===== src/rtl/count_display.sv =====
// -----------------------------------------------------------------------------
// count_display
//
// Converts a 7-bit binary count (0..127) into two 7-segment digits using a
// sequential double-dabble converter, one shift step per clock.
//
// A conversion starts whenever the FSM is idle and the incoming count differs
// from the value currently shown. The input is captured at the start, so
// later changes on `times` do not disturb a conversion in flight. The display
// registers change only on the final UPDATE edge. Because the FSM compares
// again after every update, the last stable input always ends up displayed.
//
// Parameters
//   BLANK_LEADING : 1 = blank the tens digit for values below 10
//
// Ports
//   clk        in   1  system clock, rising edge
//   rst        in   1  asynchronous reset, active-low
//   times      in   7  binary count from the upstream press counter
//   seg_led_1  out  9  tens digit   {enable_n, dp(hundreds), g..a}
//   seg_led_2  out  9  units digit  {enable_n, dp(always 0), g..a}
//   busy       out  1  high while a conversion is in progress
// -----------------------------------------------------------------------------
module count_display #(
    parameter int BLANK_LEADING = 1
) (
    input  logic       clk,
    input  logic       rst,
    input  logic [6:0] times,
    output logic [8:0] seg_led_1,
    output logic [8:0] seg_led_2,
    output logic       busy
);

    typedef enum logic [1:0] {
        IDLE   = 2'd0,
        SHIFT  = 2'd1,
        UPDATE = 2'd2
    } state_t;

    // Seven input bits need seven shift steps; the counter runs 0..6.
    localparam logic [2:0] LAST_STEP = 3'd6;

    // After reset the display shows 0, with the tens digit blanked if enabled.
    localparam logic [8:0] SEG1_RST = (BLANK_LEADING != 32'sd0) ? 9'h000 : 9'h03F;
    localparam logic [8:0] SEG2_RST = 9'h03F;

    // Active-high segment pattern {g,f,e,d,c,b,a} for one BCD digit.
    // Codes 10..15 cannot occur for inputs up to 127; they map to dark.
    function automatic logic [6:0] seg_encode(input logic [3:0] digit);
        logic [6:0] seg;
        case (digit)
            4'd0:    seg = 7'h3F;
            4'd1:    seg = 7'h06;
            4'd2:    seg = 7'h5B;
            4'd3:    seg = 7'h4F;
            4'd4:    seg = 7'h66;
            4'd5:    seg = 7'h6D;
            4'd6:    seg = 7'h7D;
            4'd7:    seg = 7'h07;
            4'd8:    seg = 7'h7F;
            4'd9:    seg = 7'h6F;
            default: seg = 7'h00;
        endcase
        return seg;
    endfunction

    // Add 3 to a BCD nibble of 5 or more so that the following left shift
    // carries correctly into the next decimal digit.
    function automatic logic [3:0] dabble_adjust(input logic [3:0] nibble);
        logic [3:0] adj;
        if (nibble >= 4'd5) begin
            adj = nibble + 4'd3;
        end else begin
            adj = nibble;
        end
        return adj;
    endfunction

    // One double-dabble step. Returns {bcd_next[8:0], shift_next[6:0]}.
    // The 16-bit chain is {hundreds, tens, units, shift register}; the old
    // hundreds bit falls off the top, which is safe since it only becomes
    // set on the final shift for inputs 100..127.
    function automatic logic [15:0] dabble_step(input logic [8:0] bcd,
                                                input logic [6:0] sh);
        logic [15:0] chain;
        chain = {bcd[8], dabble_adjust(bcd[7:4]), dabble_adjust(bcd[3:0]), sh};
        return {chain[14:0], 1'b0};
    endfunction

    state_t     state_r;
    logic [6:0] shift_r;     // remaining binary bits of the captured value
    logic [8:0] bcd_r;       // {hundreds bit, tens nibble, units nibble}
    logic [2:0] iter_r;      // number of shift steps already done
    logic [6:0] val_r;       // value captured for the conversion in flight
    logic [6:0] cur_val_r;   // value currently on the display

    logic [15:0] step_s;
    logic [8:0]  seg1_next_s;
    logic [8:0]  seg2_next_s;

    // Next double-dabble step of the working registers.
    always_comb begin
        step_s = dabble_step(bcd_r, shift_r);
    end

    // Display patterns for the finished BCD result, with leading-zero blanking.
    always_comb begin
        seg1_next_s = 9'h000;
        seg2_next_s = {2'b00, seg_encode(bcd_r[3:0])};
        if ((BLANK_LEADING != 32'sd0) && (bcd_r[8] == 1'b0) && (bcd_r[7:4] == 4'd0)) begin
            seg1_next_s = 9'h000;
        end else begin
            // DP lights as the hundreds indicator; 100..109 show a tens 0.
            seg1_next_s = {1'b0, bcd_r[8], seg_encode(bcd_r[7:4])};
        end
    end

    // Conversion FSM with registered display outputs.
    always_ff @(posedge clk or negedge rst) begin
        if (!rst) begin
            state_r   <= IDLE;
            shift_r   <= 7'd0;
            bcd_r     <= 9'd0;
            iter_r    <= 3'd0;
            val_r     <= 7'd0;
            cur_val_r <= 7'd0;
            busy      <= 1'b0;
            seg_led_1 <= SEG1_RST;
            seg_led_2 <= SEG2_RST;
        end else begin
            case (state_r)
                IDLE: begin
                    if (times != cur_val_r) begin
                        shift_r <= times;
                        val_r   <= times;
                        bcd_r   <= 9'd0;
                        iter_r  <= 3'd0;
                        busy    <= 1'b1;
                        state_r <= SHIFT;
                    end else begin
                        state_r <= IDLE;
                    end
                end
                SHIFT: begin
                    bcd_r   <= step_s[15:7];
                    shift_r <= step_s[6:0];
                    iter_r  <= iter_r + 3'd1;
                    if (iter_r == LAST_STEP) begin
                        state_r <= UPDATE;
                    end else begin
                        state_r <= SHIFT;
                    end
                end
                UPDATE: begin
                    seg_led_1 <= seg1_next_s;
                    seg_led_2 <= seg2_next_s;
                    cur_val_r <= val_r;
                    busy      <= 1'b0;
                    state_r   <= IDLE;
                end
                default: begin
                    // Unreachable encoding: recover to a quiet idle state.
                    busy    <= 1'b0;
                    state_r <= IDLE;
                end
            endcase
        end
    end

endmodule

===== config.mk =====
export PLATFORM = sky130hd
export DESIGN_NAME = count_display
export DESIGN_NICKNAME = d
export VERILOG_FILES = /design/src/rtl/count_display.sv
export SDC_FILE = /design/constraint.sdc
export NUM_CORES = 1
export LEC_CHECK = 0
export ABC_AREA = 1
export ABC_CLOCK_PERIOD_IN_PS = 3000
export CAP_MARGIN = 20
export CORE_ASPECT_RATIO = 2
export CORE_MARGIN = 3
export CORE_UTILIZATION = 55
export DETAILED_ROUTE_END_ITERATION = 10
export PLACE_DENSITY = 0.86
export SYNTH_ARGS = -nofsm -noshare
export SYNTH_HDL_FRONTEND = slang
export SYNTH_SLANG_ARGS = --single-unit

===== constraint.sdc =====
create_clock -name clk -period 3 [get_ports clk]
set_input_delay 0.3 -clock clk [delete_from_list [all_inputs] [get_ports clk]]
set_output_delay 0.3 -clock clk [all_outputs]
set_load 0.03 [all_outputs]

# Yosys cells after proc, flatten, opt, wreduce, memory -nomap -nowiden
# Memories as Yosys holds them, arrays and structs flattened. A register that Yosys moved wholly into a read port is not among the register bits.
# Cells that the tools add are included.
dict set report totals {
  romBits 224
  ram_bits 0
  n_memories 2
  latch_bits 0
  register_bits 45
  elab_cells 44
}
# name depth word_bits rd rd_clocked_by_memory_dff wr line
set memory_table {}
lappend memory_table {{(name not given)} 16 7 1 1 0 52} ;# case (digit)
lappend memory_table {{(name not given)} 16 7 1 0 0 52}
dict set report op_classes {
  div_mod_pow 0
  n_shift 0
  eq_ne 5
  mux 14
  addsub 3
  n_bitwise 2
  multipliers 0
  n_lt_le_gt_ge 2
  n_reduce_logical 8
}
# cell n
set ops {}
lappend ops {{case mux 9 bit (2 select lines)} 1}
lappend ops {{case mux 7 bit (2 select lines)} 1}
lappend ops {{two-way mux 9 bit} 1}
lappend ops {{adder 4 x 2 -> 4 bit, second input constant} 2}
lappend ops {{greater-or-equal comparator 4 x 3 -> 1 bit, second input constant} 2}
lappend ops {{two-way mux 4 bit} 2}
lappend ops {{two-way mux 8 bit} 1}
lappend ops {{two-way mux 7 bit} 1}
lappend ops {{inequality test 7 bit} 1}
lappend ops {{case mux 3 bit (2 select lines)} 1}
lappend ops {{AND reduction 2 bit} 3}
lappend ops {{zero test 4 bit} 1}
lappend ops {{case mux 2 bit (2 select lines)} 1}
lappend ops {{adder 3 x 1 -> 3 bit, second input constant} 1}
lappend ops {{equality test 3 bit, second input constant} 1}
lappend ops {{two-way mux 3 bit} 1}
lappend ops {{equality test 2 x 1 -> 1 bit, second input constant} 1}
lappend ops {{equality test 2 bit, second input constant} 1}
lappend ops {{zero test 2 bit} 1}
lappend ops {{two-way mux 1 bit} 2}
lappend ops {{two-way mux 2 bit} 1}
lappend ops {{inequality test 2 bit, second input constant} 1}
lappend ops {{NOT 1 bit} 2}
lappend ops {{case mux 1 bit (2 select lines)} 1}
lappend ops {{3 further kinds} 3}

# Depth between registers and ports, before layout
# Gate-level depths: netlist of the first run.
dict set report logic_depth {
  word_depth 3
  mapped_depth 9
  mapped_depth_nobuf 9
}

# Worst setup path before layout of the first run
# No wires, ideal clock.
dict set report synth_path {
  kind {flip-flop to flip-flop}
  from {register bcd_r[4]}
  to {register bcd_r[5]}
  t_required_ps 2880
  t_arrival_ps 1265
  slack_ps 1614
  stages_incl_launch_ff 9
  n_path_buf 0
  path_cell_list {dfrtp_1 inv_1 ha_1 inv_1 nor2_1 o21ai_0 a21oi_1 o21ai_0 nand2_1}
}
dict set report synth_between {
  elab_chain_len 3
  elab_cells_between_ends 4
  classes_between {add/sub: 1; order compare: 1; mux: 2}
}
# item line
set synth_lines {}
lappend synth_lines {{start: declaration} 93} ;# logic [8:0] bcd_r;
lappend synth_lines {{start signal: assignment} 146} ;# bcd_r <= step_s[15:7];
lappend synth_lines {{adder 4 x 2 -> 4 bit or greater-or-equal comparator 4 x 3 -> 1 bit (tied branches)} {73, 72}}
lappend synth_lines {{two-way mux 4 bit *} 72} ;# if (nibble >= 4'd5) begin
lappend synth_lines {{case mux 9 bit (2 select lines) *} 132} ;# case (state_r)
# Mark *: on every way between the ends. The rest lies on a longest branch, timed or not.
# A chain may end at the register's enable or synchronous reset.

# Final worst setup path of the first run
dict set report layout_path {
  from {register state_r[0]}
  to {register seg_led_1[1]}
}
dict set report layout_between {
  elab_chain_len 1
}
# item line
set layout_lines {}
lappend layout_lines {{start: declaration} 91} ;# state_t state_r;
lappend layout_lines {{start signal: assignment} 122} ;# state_r <= IDLE;
lappend layout_lines {{start signal: assignment} 140} ;# state_r <= SHIFT;
lappend layout_lines {{start signal: assignment} 142} ;# state_r <= IDLE;
lappend layout_lines {{equality test 2 bit} 132}
lappend layout_lines {{end signal: assignment} 156} ;# seg_led_1 <= seg1_next_s;
lappend layout_lines {{end: declaration} 30} ;# output logic [8:0] seg_led_1,
# No other way between the ends.

==> results of run 1 <==
cell families (layout without fill, tap and decap cells):
family	Yosys count	after routing	synth area share
simple gates	150	150	0.234
compound gates	59	59	0.125
flops	51	51	0.496
buf+inv	49	70	0.0807
fa+ha+maj	13	13	0.0628
other cells	1	3	0.00145
stage by stage:
stage	setup WS, ps	power, uW	utilization
final	944	3320	0.667
after global routing	754	3630	0.667
after CTS	964	3340	0.660
after detailed placement	989	2930	0.641
after global placement	1040	2870	0.641
after floorplan	1610	2460	-
synth_stat cells:
master                      number  area [um^2]
sky130_fd_sc_hd__nand4_1         1         6.26
sky130_fd_sc_hd__or2_2           1         6.26
sky130_fd_sc_hd__dfrtp_1        45         1130
sky130_fd_sc_hd__clkinv_1        2         7.51
sky130_fd_sc_hd__o21bai_4        1         18.8
sky130_fd_sc_hd__nor3_1          1         5.00
sky130_fd_sc_hd__clkbuf_1        6         22.5
sky130_fd_sc_hd__buf_2           2         10.0
sky130_fd_sc_hd__a22o_1          1         8.76
sky130_fd_sc_hd__inv_1          33          124
sky130_fd_sc_hd__dfstp_2         6          158
sky130_fd_sc_hd__buf_4           6         45.0
sky130_fd_sc_hd__o211ai_1        2         15.0
sky130_fd_sc_hd__ha_1           13          163
sky130_fd_sc_hd__o2111ai_1       1         8.76
sky130_fd_sc_hd__a21oi_1        11         55.1
sky130_fd_sc_hd__a31oi_1         2         12.5
sky130_fd_sc_hd__conb_1          1         3.75
sky130_fd_sc_hd__o21ai_0        41          205
sky130_fd_sc_hd__nand3_1        29          145
sky130_fd_sc_hd__nand2_1        98          368
sky130_fd_sc_hd__nor2_1         20         75.1
per-layer routing:
layer	wire length (um)	part of all wire	up-vias
li1	-	-	1070
met1	1990	0.38	1016
met2	2870	0.55	51
met3	171	0.033	14
met4	143	0.028	0
met5	0	0	-
state kept, by name, summed over array words and instances (netlist names):
name / flops
bcd_r: 9
seg_led_1: 8
cur_val_r: 7
seg_led_2: 7
shift_r: 7
val_r: 7
iter_r: 3
state_r: 2
busy: 1
power by group through the flow:
stage | logic, uW | clock network [uW] | registers (uW)
finish | 1640 | 392 | 1290
global route | 1860 | 430 | 1340
CTS | 1640 | 399 | 1290
detailed placement | 1630 | 0 | 1310
global placement | 1580 | 0 | 1290
floorplan | 1010 | 0 | 1440
layout make-up:
class                      instances  area, um^2
sequential                        51        1280
clock buffer                       6        72.6
tap                               54        67.6
clock inverter                     2        12.5
timing repair buffer              27         278
inverter                          35         131
multi-input combinational        225        1100
fill                             383        1480
cells in the final DEF, fill, tap and decap left out, drive strengths merged, types with 4 or more instances in the layout:
cell type	n
buf	4
clkdlybuf4s50	23
inv	33
nor2	20
nand3	29
a21oi	11
nand2	98
dfrtp	45
dfstp	6
ha	13
o21ai	41
clkbuf	6
path summary, 6_finish.rpt:
| kind | start | to | slack (ps) | cells past startpoint |
|---|---|---|---|---|
| max | state_r[0]$_DFF_PN0_ | seg_led_1[1]$_DFFE_PN0N_ | 940 | 5 |
| min | rst | cur_val_r[5]$_DFFE_PN0N_ | 6 | 1 |
| max reg2reg | state_r[0]$_DFF_PN0_ | seg_led_1[1]$_DFFE_PN0N_ | 940 | 5 |
| min reg2reg | seg_led_2[3]$_DFFE_PN1N_ | seg_led_2[3]$_DFFE_PN1N_ | 480 | 2 |
| max in group asynchronous | rst | cur_val_r[6]$_DFFE_PN0N_ | 2440 | 2 |
| min in group clk | seg_led_2[3]$_DFFE_PN1N_ | seg_led_2[3]$_DFFE_PN1N_ | 480 | 2 |
==> parameters.txt, run 1 <==
Parameter                              Value

Floorplanning
  Area of the core region    4420 um^2
  Count of standard-cell rows    34
  # IOs    28
  Initial standard-cell utilization of the core    0.585
  Overall die height    103 um
  Die area    5620 um^2
  Die width    54.5 um

Global route
  Fraction of met2 tracks used by global routing    0.384
  Most Used Layer, Global Route    met2
  Fraction of met3 tracks used by global routing    0.0362
  Tot GR Track Use    0.209
  Met1 usage    0.217
  Sum of overflow across all layers after global routing    0
  Vias in the first global route    2047
  Pin count of the biggest net entering global routing    52
  Number of antenna violations at the first check in global routing    0
  Global-route wire length before repair    8.65 mm

CTS
  Clk sink count    51
  Worst-path clk slew    100 ps
  Number of buffers added to fix hold violations after cts    0
  Number of levels in the clock H-tree    2
  Setup repair bufs after CTS    0
  TritonCTS clock tree    done
  Number of buffers created by CTS    5
  Root cell of the clock tree    sky130_fd_sc_hd__clkbuf_8
  Number of buffers on the longest clock path    2
  Number of gates resized after cts    0
  Clock Latency Late Sink    300 ps

Synthesis
  Sequential element share of the synthesized area    0.496
  Post-synthesis register bit count    51
  Unique cell type count in the Yosys netlist    22
  Number of warnings issued by yosys    0
  Post-Synthesis Cells    323
  Cell Area, Synth    2590 um^2
  Average size of a mapped cell    8.01 um^2

Power
  Peak supply drop    0.000746 V
  Leakage power total    0.00150 uW
  Reg power frac    0.390
  Clk pwr share    0.118
  Pint    1830 uW
  Power Density    1130 nW/um^2
  Switching fraction of total power    0.451
  Combinational Power Share    0.493
  Switch Pwr    1500 uW

Timing
  Relative slew margins    0.564
  Final count of hold timing violations    0
  Final Skew    8.78 ps
  Setup total negative slack    0 ps
  Final cycle utilization of the critical path    0.685
  Pin slew with the least headroom to its limit    653 ps
  Total count of max-transition violations in the final report    0
  Final hold slack    5.68 ps
  Period minus WS final    2060 ps
  Unrepaired setup endpoints after global routing    false
  Fmax    486 MHz
  Final-report setup violation count    0

Detailed routing
  Routed vias    2151
  Drt first-iter violations    72
  Detailed-router iteration count before antenna repair    5
  Mean number of vias per cell    5.38
  Routed len/inst    13.0 um
  Post-route ant nets    0
  Total length of routed wires    5.18 mm
  Remaining routing DRC violations    0

Cells and area
  Ant. Diodes    0
  Growth of design area from synthesis to finish    13.9%
  Final std cells w/o fill    400
  # nets final    367
  Post-route cell area    2950 um^2
  Layout cell share with drive strength beyond 1    0.0549

Place
  Routability Congestion    0.895
  Placed Instances    391
  Total cell area at the placement stage    2840 um^2
  Post-DP HPWL    3.66 mm
  IO Port Bufs    24

Setup path
  Slowest cell on the critical path    sky130_fd_sc_hd__inv_1
  Arr. time, crit path    2280 ps
  Critical Path Sink Type    register
  Ordered list of cells on the worst path    inv_1, nand2_1, inv_1, nand3_1, o21ai_0
  Critical path launch point type    register
  Worst endpoint required time    3220 ps
  Category of the most critical setup path    reg -> reg
  Crit path top cell by count    sky130_fd_sc_hd__inv_1
  Category of cells accounting for the largest share of critical-path delay    buffers and inverters
  Peak fanout along the critical path    23
  Peak per-stage delay on the critical path    630 ps
  Count of buffering cells on the critical path with inverters included    2

Outcome
  Outcome    complete, no violations

Min path
  Path type of the worst min-delay path    in -> async

Run
  Number of max-cap violations    0
Power figures use the tool's default switching activity.
==> run 2, diff against run 1 <==
- ABC_CLOCK_PERIOD_IN_PS: 3000 -> 1700
- CORE_UTILIZATION: 55 -> 51
- PLACE_DENSITY: 0.86 -> 0.84
- clock period: 3 -> 1.7 ns (I/O delays scaled with it)
==> run 2 against run 1 <==
Combinational power increased by 88%. Critical path type is now reg -> out. Critical path depth down 4. Via count is 4.1% higher. Sequential share of layout area down 1.8 points. Final area up 4.3%. Wire length is 7.6% higher. Worst setup slack worse by 770 ps. First-iteration DRC count increased by 14%.
==> parameters.txt, run 2 (synthesized netlist as in run 1, its figures left out) <==
Parameter                              Value

Detailed routing
  Routed len/inst    13.5 um
  Mean number of vias per cell    5.42
  Drt first-iter violations    82
  Routed vias    2240
  Detailed-router iteration count before antenna repair    6
  Total length of routed wires    5.58 mm
  Post-route ant nets    0
  Remaining routing DRC violations    0

Cells and area
  Layout cell share with drive strength beyond 1    0.0815
  Reg with most FFs    bcd_r
  Most frequent standard cell in the layout excluding fill and tap cells    sky130_fd_sc_hd__nand2_1
  Flip-flop count of the largest register after layout    9
  Growth of design area from synthesis to finish    18.8%
  Post-Route Utilization    0.627
  Top library cells by usage in the layout, fill and taps aside    sky130_fd_sc_hd__nand2_1, sky130_fd_sc_hd__dfrtp_1, sky130_fd_sc_hd__o21ai_0
  # nets final    377
  Final std cells w/o fill    413
  Ant. Diodes    0
  Leading registers by flop count    bcd_r: 9 flops, seg_led_1: 8 flops

Global route
  Number of antenna violations at the first check in global routing    0
  Sum of overflow across all layers after global routing    0
  Vias in the first global route    2135
  Pin count of the biggest net entering global routing    33
  Global-route wire length before repair    9.61 mm
  Tot GR Track Use    0.202

CTS
  Root cell of the clock tree    sky130_fd_sc_hd__clkbuf_8
  Number of buffers on the longest clock path    2
  TritonCTS clock tree    done
  Setup repair bufs after CTS    0
  Worst-path clk slew    100 ps
  Number of levels in the clock H-tree    2
  Clk sink count    51
  Clock Latency Late Sink    300 ps
  Number of buffers created by CTS    5

Floorplanning
  Die area    6020 um^2
  Count of standard-cell rows    36
  # IOs    28
  Area of the core region    4910 um^2
  Overall die height    107 um
  Initial standard-cell utilization of the core    0.527
  Die width    56.4 um

Setup path
  Peak per-stage delay on the critical path    690 ps
  Critical Path Sink Type    output port
  Ordered list of cells on the worst path    clkdlybuf4s50_1
  Critical path launch point type    register
  Peak fanout along the critical path    2
  Arr. time, crit path    1360 ps
  Category of the most critical setup path    reg -> out
  Slowest cell on the critical path    sky130_fd_sc_hd__clkdlybuf4s50_1
  Worst endpoint required time    1530 ps
  Count of buffering cells on the critical path with inverters included    1
  Category of cells accounting for the largest share of critical-path delay    buffers and inverters

Timing
  Period minus WS final    1530 ps
  Total count of max-transition violations in the final report    0
  Final-report setup violation count    0
  Final count of hold timing violations    0
  Final cycle utilization of the critical path    0.899
  Slack of the critical path    172 ps
  Final hold slack    352 ps
  Final Skew    8.45 ps
  Unrepaired setup endpoints after global routing    false
  Fmax    655 MHz
  Setup total negative slack    0 ps

Place
  Worst setup slack after placement    -48.8 ps
  Routability Congestion    0.861
  Placed Instances    404
  Post-DP HPWL    4.09 mm
  IO Port Bufs    24

Power
  Peak supply drop    0.00142 V
  Power Density    2020 nW/um^2
  Leakage power total    0.00160 uW

Min path
  Path type of the worst min-delay path    in -> async

Run
  Number of max-cap violations    0

Outcome
  Outcome    complete, no violations
[run 2: changes by cell type in the layout (fill, tap and decap cells not counted), moves of 2 or more]
cell | previous run | this run
sky130_fd_sc_hd__buf_12 | 0 | 2
sky130_fd_sc_hd__buf_4 | 2 | 10
sky130_fd_sc_hd__clkdlybuf4s50_1 | 23 | 17
sky130_fd_sc_hd__dlymetal6s2s_1 | 0 | 5
[run 2: layer usage]
metal	global-route usage	vias up	share of wire
met5	0	-	0
met2	0.379	46	0.58
met4	0.0900	0	0.028
li1	-	1087	-
met3	0.0253	12	0.027
met1	0.221	1095	0.37
[run 2: final timing paths]
kind                                     startpoint                        to  slack, ps  cells after the start
min in group clk           seg_led_2[3]$_DFFE_PN1N_  seg_led_2[3]$_DFFE_PN1N_        480                      2
max                        seg_led_2[6]$_DFFE_PN0N_              seg_led_2[6]        170                      1
max in group asynchronous                       rst  seg_led_2[3]$_DFFE_PN1N_        750                      3
min                                             rst  cur_val_r[2]$_DFFE_PN0N_        350                      2
max reg2reg                    bcd_r[1]$_DFFE_PN0P_      bcd_r[2]$_DFFE_PN0P_        180                      8
min reg2reg                seg_led_2[3]$_DFFE_PN1N_  seg_led_2[3]$_DFFE_PN1N_        480                      2
[run 2: worst reg2reg max path, stage by stage (launching register included)]
cell and delay (ps):
sky130_fd_sc_hd__dfrtp_1 490, sky130_fd_sc_hd__inv_1 140, sky130_fd_sc_hd__ha_1 210, sky130_fd_sc_hd__nor2_1 130, sky130_fd_sc_hd__inv_1 80, sky130_fd_sc_hd__nand3_1 130, sky130_fd_sc_hd__a21oi_1 90, sky130_fd_sc_hd__o21ai_0 90
sky130_fd_sc_hd__nand2_1 70
[run 2: timing repair]
item | in CTS | in global routing
hold buffers | 1 | 0
resized for setup | 1 | 6
endpoints found under the hold margin | 19 | 0
setup endpoints to repair | 1 | 6
pin swaps | 0 | 0
[run 2: per-stage QoR]
stage	total power, uW	area (um^2)
2_1_floorplan	4330	2600
3_3_place_gp	5240	2940
3_5_place_dp	5380	2940
4_1_cts	6250	3060
5_1_grt	6740	3080
6_report	6210	3080
[run 2: where the power goes]
part           leakage, uW  internal [uW]  switching [uW]  total (uW)
registers         0.000603           1850             411        2260
clock network    0.0000548            444             418         862
logic             0.000946           1180            1910        3090
total              0.00160           3470            2740        6210
[run 2: layout make-up]
type | count | area, um^2
Inverter | 35 | 131
Sequential cell | 51 | 1280
Tap cell | 57 | 71.3
Clock buffer | 5 | 68.8
Multi-Input combinational cell | 225 | 1100
Clock inverter | 3 | 46.3
Fill cell | 404 | 1830
Timing Repair Buffer | 37 | 372
